===== src/rtl/color_identify_multi.sv =====
// color_identify_multi
// Pipelined RGB565 classifier. Each pixel is expanded to RGB888 and converted
// to 8-bit YCbCr, then tested against NUM_CLASS programmable colour windows.
// Matches are counted per class over a frame. Per-class counts and the index
// of the dominant class are reported at every rising edge of out_vsync.
//
// Ports:
//   clk, rst_n            clock, asynchronous active-low reset
//   in_vsync/in_de        frame sync (high in blanking) / pixel valid
//   in_data               RGB565 pixel {R5,G6,B5}
//   cfg_we/addr/wdata     shadow threshold write; addr = {class[2:0], field[2:0]}
//                         field 0=Y_min 1=Cb_lo 2=Cb_hi 3=Cr_lo 4=Cr_hi
//   out_vsync/out_de      sync and valid delayed by 4 cycles
//   out_y/out_cb/out_cr   converted pixel, aligned with out_de
//   out_match             per-class match flags, zero when out_de is low
//   res_valid             one-cycle pulse after a frame event
//   res_cnt               last-frame counts, class k at [k*CNT_W +: CNT_W]
//   res_dom/res_dom_valid index of the largest count (ties -> lowest), any nonzero
module color_identify_multi #(
  parameter int NUM_CLASS = 4,
  parameter int CNT_W     = 20
) (
  input  logic                       clk,
  input  logic                       rst_n,
  input  logic                       in_vsync,
  input  logic                       in_de,
  input  logic [15:0]                in_data,
  input  logic                       cfg_we,
  input  logic [5:0]                 cfg_addr,
  input  logic [7:0]                 cfg_wdata,
  output logic                       out_vsync,
  output logic                       out_de,
  output logic [7:0]                 out_y,
  output logic [7:0]                 out_cb,
  output logic [7:0]                 out_cr,
  output logic [NUM_CLASS-1:0]       out_match,
  output logic                       res_valid,
  output logic [NUM_CLASS*CNT_W-1:0] res_cnt,
  output logic [2:0]                 res_dom,
  output logic                       res_dom_valid
);

  localparam logic [CNT_W-1:0] CNT_MAX = '1;

  // Accumulators hold byte.fraction in [15:0]; the result is the upper byte.
  function automatic logic [7:0] ycc_byte(input logic signed [16:0] acc);
    ycc_byte = 8'(acc >>> 8);
  endfunction

  function automatic logic [CNT_W-1:0] sat_inc(input logic [CNT_W-1:0] c, input logic hit);
    sat_inc = (hit && (c != CNT_MAX)) ? c + 1'b1 : c;
  endfunction

  function automatic logic signed [16:0] to_s17(input logic [7:0] v);
    to_s17 = $signed({9'd0, v});
  endfunction

  // Stage 1: expand RGB565 to RGB888 by replicating the top bits
  logic [7:0] r_p1, g_p1, b_p1;
  logic       vld_p1, vs_p1;

  always_ff @(posedge clk or negedge rst_n) begin
    if (!rst_n) begin
      r_p1 <= '0; g_p1 <= '0; b_p1 <= '0; vld_p1 <= 1'b0; vs_p1 <= 1'b0;
    end else begin
      r_p1   <= {in_data[15:11], in_data[15:13]};
      g_p1   <= {in_data[10:5],  in_data[10:9]};
      b_p1   <= {in_data[4:0],   in_data[4:2]};
      vld_p1 <= in_de;
      vs_p1  <= in_vsync;
    end
  end

  // Stage 2: nine coefficient products, all stored as positive magnitudes
  logic signed [16:0] yr_p2, yg_p2, yb_p2, cbr_p2, cbg_p2, cbb_p2, crr_p2, crg_p2, crb_p2;
  logic               vld_p2, vs_p2;

  always_ff @(posedge clk or negedge rst_n) begin
    if (!rst_n) begin
      yr_p2 <= '0; yg_p2 <= '0; yb_p2 <= '0;
      cbr_p2 <= '0; cbg_p2 <= '0; cbb_p2 <= '0;
      crr_p2 <= '0; crg_p2 <= '0; crb_p2 <= '0;
      vld_p2 <= 1'b0; vs_p2 <= 1'b0;
    end else begin
      yr_p2  <= to_s17(r_p1) * 17'sd77;
      yg_p2  <= to_s17(g_p1) * 17'sd150;
      yb_p2  <= to_s17(b_p1) * 17'sd29;
      cbr_p2 <= to_s17(r_p1) * 17'sd43;
      cbg_p2 <= to_s17(g_p1) * 17'sd85;
      cbb_p2 <= to_s17(b_p1) * 17'sd128;
      crr_p2 <= to_s17(r_p1) * 17'sd128;
      crg_p2 <= to_s17(g_p1) * 17'sd107;
      crb_p2 <= to_s17(b_p1) * 17'sd21;
      vld_p2 <= vld_p1;
      vs_p2  <= vs_p1;
    end
  end

  // Stage 3: sums with +128 chroma offset. Final sums lie in 0..65535, so the
  // modulo-2^17 intermediate arithmetic yields the exact upper byte.
  logic [7:0] y_p3, cb_p3, cr_p3;
  logic       vld_p3, vs_p3;

  always_ff @(posedge clk or negedge rst_n) begin
    if (!rst_n) begin
      y_p3 <= '0; cb_p3 <= '0; cr_p3 <= '0; vld_p3 <= 1'b0; vs_p3 <= 1'b0;
    end else begin
      y_p3   <= ycc_byte(yr_p2 + yg_p2 + yb_p2);
      cb_p3  <= ycc_byte(17'sd32768 - cbr_p2 - cbg_p2 + cbb_p2);
      cr_p3  <= ycc_byte(17'sd32768 + crr_p2 - crg_p2 - crb_p2);
      vld_p3 <= vld_p2;
      vs_p3  <= vs_p2;
    end
  end

  // Threshold registers: shadow written by cfg, active loaded at frame events
  logic [7:0] ymin_sh [NUM_CLASS];
  logic [7:0] cblo_sh [NUM_CLASS];
  logic [7:0] cbhi_sh [NUM_CLASS];
  logic [7:0] crlo_sh [NUM_CLASS];
  logic [7:0] crhi_sh [NUM_CLASS];
  logic [7:0] ymin_act [NUM_CLASS];
  logic [7:0] cblo_act [NUM_CLASS];
  logic [7:0] cbhi_act [NUM_CLASS];
  logic [7:0] crlo_act [NUM_CLASS];
  logic [7:0] crhi_act [NUM_CLASS];

  // Writes to a class index with no instance never match any k and drop out.
  always_ff @(posedge clk or negedge rst_n) begin
    if (!rst_n) begin
      for (int k = 0; k < NUM_CLASS; k++) begin
        ymin_sh[k] <= 8'd0;   cblo_sh[k] <= 8'd255; cbhi_sh[k] <= 8'd0;
        crlo_sh[k] <= 8'd255; crhi_sh[k] <= 8'd0;
      end
    end else begin
      for (int k = 0; k < NUM_CLASS; k++) begin
        if (cfg_we && (cfg_addr[5:3] == 3'(k))) begin
          case (cfg_addr[2:0])
            3'd0:    ymin_sh[k] <= cfg_wdata;
            3'd1:    cblo_sh[k] <= cfg_wdata;
            3'd2:    cbhi_sh[k] <= cfg_wdata;
            3'd3:    crlo_sh[k] <= cfg_wdata;
            3'd4:    crhi_sh[k] <= cfg_wdata;
            default: ;
          endcase
        end
      end
    end
  end

  logic [NUM_CLASS-1:0] hit_p3;

  always_comb begin
    hit_p3 = '0;
    for (int k = 0; k < NUM_CLASS; k++) begin
      hit_p3[k] = vld_p3 && (y_p3 >= ymin_act[k]) &&
                  (cb_p3 >= cblo_act[k]) && (cb_p3 <= cbhi_act[k]) &&
                  (cr_p3 >= crlo_act[k]) && (cr_p3 <= crhi_act[k]);
    end
  end

  // Stage 4: registered compares and YCbCr copies
  always_ff @(posedge clk or negedge rst_n) begin
    if (!rst_n) begin
      out_y <= '0; out_cb <= '0; out_cr <= '0; out_match <= '0;
      out_de <= 1'b0; out_vsync <= 1'b0;
    end else begin
      out_y     <= y_p3;
      out_cb    <= cb_p3;
      out_cr    <= cr_p3;
      out_match <= hit_p3;
      out_de    <= vld_p3;
      out_vsync <= vs_p3;
    end
  end

  // Frame statistics: the event cycle's own match is folded in via cnt_nxt.
  logic                 vs_prev;
  logic                 frame_evt;
  logic [CNT_W-1:0]     cnt     [NUM_CLASS];
  logic [CNT_W-1:0]     cnt_nxt [NUM_CLASS];
  logic [CNT_W-1:0]     max_v;
  logic [2:0]           dom_idx;

  assign frame_evt = out_vsync & ~vs_prev;

  always_comb begin
    for (int k = 0; k < NUM_CLASS; k++) begin
      cnt_nxt[k] = sat_inc(cnt[k], out_de & out_match[k]);
    end
    max_v   = cnt_nxt[0];
    dom_idx = 3'd0;
    // Strict compare keeps the lowest index on ties.
    for (int k = 1; k < NUM_CLASS; k++) begin
      if (cnt_nxt[k] > max_v) begin
        max_v   = cnt_nxt[k];
        dom_idx = 3'(k);
      end
    end
  end

  always_ff @(posedge clk or negedge rst_n) begin
    if (!rst_n) begin
      vs_prev <= 1'b0; res_valid <= 1'b0; res_cnt <= '0;
      res_dom <= '0; res_dom_valid <= 1'b0;
      for (int k = 0; k < NUM_CLASS; k++) begin
        cnt[k]      <= '0;
        ymin_act[k] <= 8'd0;   cblo_act[k] <= 8'd255; cbhi_act[k] <= 8'd0;
        crlo_act[k] <= 8'd255; crhi_act[k] <= 8'd0;
      end
    end else begin
      vs_prev   <= out_vsync;
      res_valid <= frame_evt;
      if (frame_evt) begin
        res_dom       <= dom_idx;
        res_dom_valid <= (max_v != '0);
        for (int k = 0; k < NUM_CLASS; k++) begin
          res_cnt[k*CNT_W +: CNT_W] <= cnt_nxt[k];
          cnt[k]      <= '0;
          ymin_act[k] <= ymin_sh[k];
          cblo_act[k] <= cblo_sh[k];
          cbhi_act[k] <= cbhi_sh[k];
          crlo_act[k] <= crlo_sh[k];
          crhi_act[k] <= crhi_sh[k];
        end
      end else begin
        for (int k = 0; k < NUM_CLASS; k++) cnt[k] <= cnt_nxt[k];
      end
    end
  end

endmodule


===== config.mk =====
export PLATFORM = sky130hd
export DESIGN_NAME = color_identify_multi
export DESIGN_NICKNAME = d
export VERILOG_FILES = /design/src/rtl/color_identify_multi.sv
export SDC_FILE = /design/constraint.sdc
export NUM_CORES = 2
export LEC_CHECK = 0
export BUFFER_PORTS_ARGS = -buffer_cell sky130_fd_sc_hd__buf_2
export CORE_UTILIZATION = 42
export CTS_BUF_LIST = sky130_fd_sc_hd__clkbuf_16
export DETAILED_ROUTE_END_ITERATION = 16
export PLACE_DENSITY = 0.6
export SLEW_MARGIN = 0
export SYNTH_ARGS = -nofsm -noshare
export SYNTH_HDL_FRONTEND = slang
export SYNTH_SLANG_ARGS = --single-unit
export TNS_END_PERCENT = 10

===== constraint.sdc =====
create_clock -name clk -period 12.01 [get_ports clk]
set_clock_uncertainty 0.15 [all_clocks]
set_input_delay 2.402 -clock clk [delete_from_list [all_inputs] [get_ports clk]]
set_output_delay 2.402 -clock clk [all_outputs]
set_load 0.02 [all_outputs]

# Word level (Yosys, flattened, before mapping)
# Cells that the tools add are included.
# word_totals
ff_bits	686
input_bits	35
output_inout_bits	115
elab_cells	197
# op_classes
add_sub_neg	12
multipliers	7
order_cmp	23
n_eq_ne	11
mux	11
bitwise_logic	6
reduce_logical	51
# op_table
operator	count
two-way mux 20 bit	7
greater-or-equal comparator 8 bit	12
adder 20 x 1 -> 20 bit, second input constant	4
two-way mux 80 bit	1
!= test 20 bit, second input constant	4
<= comparator 8 bit	8
greater-than comparator 20 bit	3
multiplier 8 x 7 -> 15 bit, second input constant	4
AND reduction 2 bit	20
adder 16 bit	2
subtractor 16 bit	2
logical AND 1 bit	28
multiplier 8 x 5 -> 13 bit, second input constant	2
nonzero test 20 bit	1
adder 16 x 14 -> 16 bit	1
adder 16 x 15 -> 16 bit, first input constant	1
subtractor 16 x 14 -> 16 bit	1
subtractor 16 x 14 -> 16 bit, first input constant	1
multiplier 8 x 6 -> 14 bit, second input constant	1
equality test 3 x 2 -> 1 bit, second input constant	4
equality test 3 x 1 -> 1 bit, second input constant	2
zero test 3 bit	2
two-way mux 3 bit	2
bitwise AND 1 bit	5
3 further kinds	3

# Depth between registers and ports, before layout
# depth
ltp_word	10
mapped_depth	45
ltp_nobuf	39

# Least setup slack after synthesis
# OpenSTA, ideal clock, no wires.
# synth_path
kind	register -> register
start	register cnt[46] in the netlist's numbering
end	register res_dom_valid
setup_time_ns	0.131
t_arrival_ns	8.295
required_ns	11.729
setup_slack_ns	3.434
path_stages_with_launch	42
n_path_buf	6
synth_period_minus_slack_ns	8.576
path_cell_list	dfrtp_1 > nand3_2 > or4_1 > a31oi_1 > and2_1 > nand2_1 > xor2_1 > inv_1 > ha_1 > a21oi_1 > o21ai_0 > a21o_1 > a211oi_1 > o311ai_2 > nand3_4 > buf_6 > buf_2 > clkbuf_1 > [... 6 more ...] > o2111ai_1 > and2_0 > clkbuf_1 > clkbuf_1 > clkbuf_1 > a21oi_1 > ha_1 > nor2b_1 > o21a_1 > o21ai_0 > a2111oi_0 > a2111oi_0 > nor2_1 > a21oi_1 > and3_1 > o211ai_1 > nor4_1 > a21oi_1
# synth_rtl
element	line_no	text
start, declared	180	logic [CNT_W-1:0] cnt [NUM_CLASS];
start signal, assigned by index	207	cnt[k] <= '0;
start signal, assigned by index	219	cnt[k] <= '0;
end signal, assigned	216	res_dom_valid <= (max_v != '0);
end, declared	40	output logic res_dom_valid

==> impl_metrics.tcl <==
set metrics [dict create \
    die_area_sq_mm 0.0891 \
    start_util 0.425 \
    htree_levels 3 \
    path_clk_slew_ns 0.07 \
    grt_pass1_wl_um 136000 \
    wl_per_cell_um 17.2 \
    cp_max_fo 34 \
    reg.largest.list "cnt (80), res_cnt (80)" \
    drtIter0Drc 1286 \
    place.detailed.hpwl_um 60200 \
    num_rows 108 \
    grt_usage 0.194 \
    drive_gt1_frac 0.157 \
    antenna_found_initial 6 \
    port-buffer-count 148 \
    final_cell_mix "dfrtp_1 (529), ha_1 (474), inv_1 (472)" \
    drv_cap 0 \
    syn_area_sq_mm 0.0369 \
    drc 0 \
    cts_root_buf "clkbuf_16" \
    grt_setup_unrepaired "false" \
    grt_pass1_vias 24400 \
    viasPerCell 4.98 \
    hold_viol 0 \
    grt_remaining_overflow 0 \
    die_h_um 299 \
    synth-edff-count 0 \
    postLayoutCoreUtil 0.477 \
    fin_crit_ns 9.51 \
    finalMaxSlewViolations 0 \
    slowest_delay_ns 0.66 \
    cp-start-kind "flop" \
    vdd_drop_max_mv 0.212 \
    fin_nets 4273 \
    syn_area_per_cell_sq_um 10.5 \
    finalCritPeriodShare 0.792 \
    ys_types 68 \
    ant_nets 0 \
    vias 24400 \
    clock-sinks 657 \
    crit_slowest_cell "a211oi_1" \
    synthArstFlopShare 1.00 \
    insertion_delay_ns 0.64 \
    critPathLaunch "out_de" \
    ys.flop_type "dfrtp_1" \
    synth_warnings 0 \
    ff_latch_area_sq_mm 0.0166 \
    layout_commonest_cell "dfrtp_1" \
    synth_seq_area_share 0.450 \
    power_density_mw_per_mm2 215 \
    synth-seq-cells 657 \
    syn2layout_area_growth_pct 12.2 \
    arrival_ns 9.88 \
    dr.pass1.iters 7 \
    io_pins 150 \
    cp.required_ns 12.38 \
    numCtsBuffers 78 \
    min-delay-path-class "flop to flop" \
    critPathCaptureType "flop" \
    multi_input_area_sq_mm 0.0183 \
    cts_hold_buf 0 \
    clock_path_buffers 3 \
    post_cts_resized 0 \
    place_congestion 0.876 \
    grt_start_max_net_pins 168 \
    hold_ws_ns 0.181 \
    tightestPinTransition_ns 1.05 \
    syn_nets 4120 \
    max_freq_mhz 105 \
    cp_common_cell "a21oi_1" \
    synthCells 3530 \
    post-cts-setup-buffers 0 \
    max_slew_margin 0.297 \
    drt_wl_total_um 84500 \
    cts_tree "done" \
    critPathKind "flop to flop" \
    num_antenna_cells 0 \
    r2r-start "out_de" \
    status "complete, no violations" \
    fillers 8065 \
    setup_viol 0 \
    fin_tns_setup_ns 0 \
    dieWidth_um 299 \
    leakage_nw 20.6 \
    core-area_sq_mm 0.0869 \
    holdCritStartpoint "vs_p3" \
]
==> cells in the mapped netlist (all sizes together) (11+ instances only) <==
master | count | area, sq um
inv | 458 | 1720
nor3 | 22 | 133
and4 | 11 | 96.3
xnor2 | 107 | 937
nor2 | 156 | 586
nor2b | 46 | 288
dfrtp | 529 | 13200
a21o | 46 | 345
nand4 | 45 | 282
ha | 474 | 5930
nor4 | 14 | 100
nand2b | 57 | 357
nand3 | 42 | 233
mux2 | 165 | 1860
a21oi | 136 | 681
o21a | 27 | 204
o21bai | 28 | 210
clkbuf | 83 | 312
xor2 | 55 | 489
fa | 81 | 1620
and3 | 31 | 194
nand2 | 385 | 1450
dfstp | 128 | 3360
o21ai | 309 | 1550
==> cells by family (layout without fill, tap and decap cells) <==
logic type,count (synthesis),after routing,synth area share
other cells,1,1,0.000102
simple gates,838,838,0.106
mux,173,173,0.0525
flops,657,657,0.450
xor+xnor,162,162,0.0386
buf+inv,548,765,0.0561
compound gates,595,595,0.0922
fa+ha+maj,556,556,0.205
==> cell type report <==
type / instances / share of cell area
Inverter: 458 / 0.0417
Clock buffer: 79 / 0.0477
Timing Repair Buffer: 163 / 0.0217
Tap cell: 1155 / 0.0349
Multi-Input combinational cell: 2325 / 0.441
Clock inverter: 65 / 0.0129
Sequential cell: 657 / 0.401
==> through the flow <==
stage / std cells / instance area, sq um / worst slack (ns) / power (mW)
6_report: 4902 / 41400 / 2.50 / 8.92
5_1_grt: 4902 / 41400 / 1.54 / 9.68
4_1_cts: 4902 / 41400 / 2.52 / 9.04
3_5_place_dp: 4758 / 38900 / 2.56 / 6.69
3_3_place_gp: 4758 / 38900 / 2.74 / 6.63
2_1_floorplan: 3530 / 36900 / 3.43 / 5.62
==> worst max-delay path: cells and delay by family, from the launching register on <==
family | cells | cell delay (ns)
AND/OR/NAND/NOR | 13 | 2.86
buffers and inverters | 2 | 0.19
flip-flops | 1 | 0.57
XOR/XNOR | 1 | 0.37
adder cells (fa/ha/maj) | 3 | 0.88
AO/OA/AOI/OAI | 17 | 4.07
multiplexers | 1 | 0.30
==> layer usage <==
metal / GRT usage / vias to the layer above / part of all wire
met5: 0 / - / 0.00078
met4: 0.0560 / 10 / 0.027
met3: 0.0318 / 140 / 0.036
met2: 0.319 / 349 / 0.47
met1: 0.264 / 11800 / 0.46
li1: - / 12100 / -
==> final timing paths <==
check / depth (start not counted) / endpoint / slack (ns)
setup / recovery: 37 / res_dom_valid / 2.50
hold / removal: 0 / out_vsync / 0.18
setup reg to reg: 37 / res_dom_valid / 2.50
hold reg to reg: 0 / out_vsync / 0.18
max in group asynchronous: 3 / r_p1[2] / 7.79
min in group asynchronous: 1 / cnt[23] / 1.68
==> power breakdown <==
group | internal (mW) | switching [mW] | total, mW
logic | 1.54 | 2.11 | 3.65
clock network | 1.32 | 0.971 | 2.29
registers | 2.65 | 0.330 | 2.98
total | 5.51 | 3.41 | 8.92
Power figures use the tool's default switching activity.
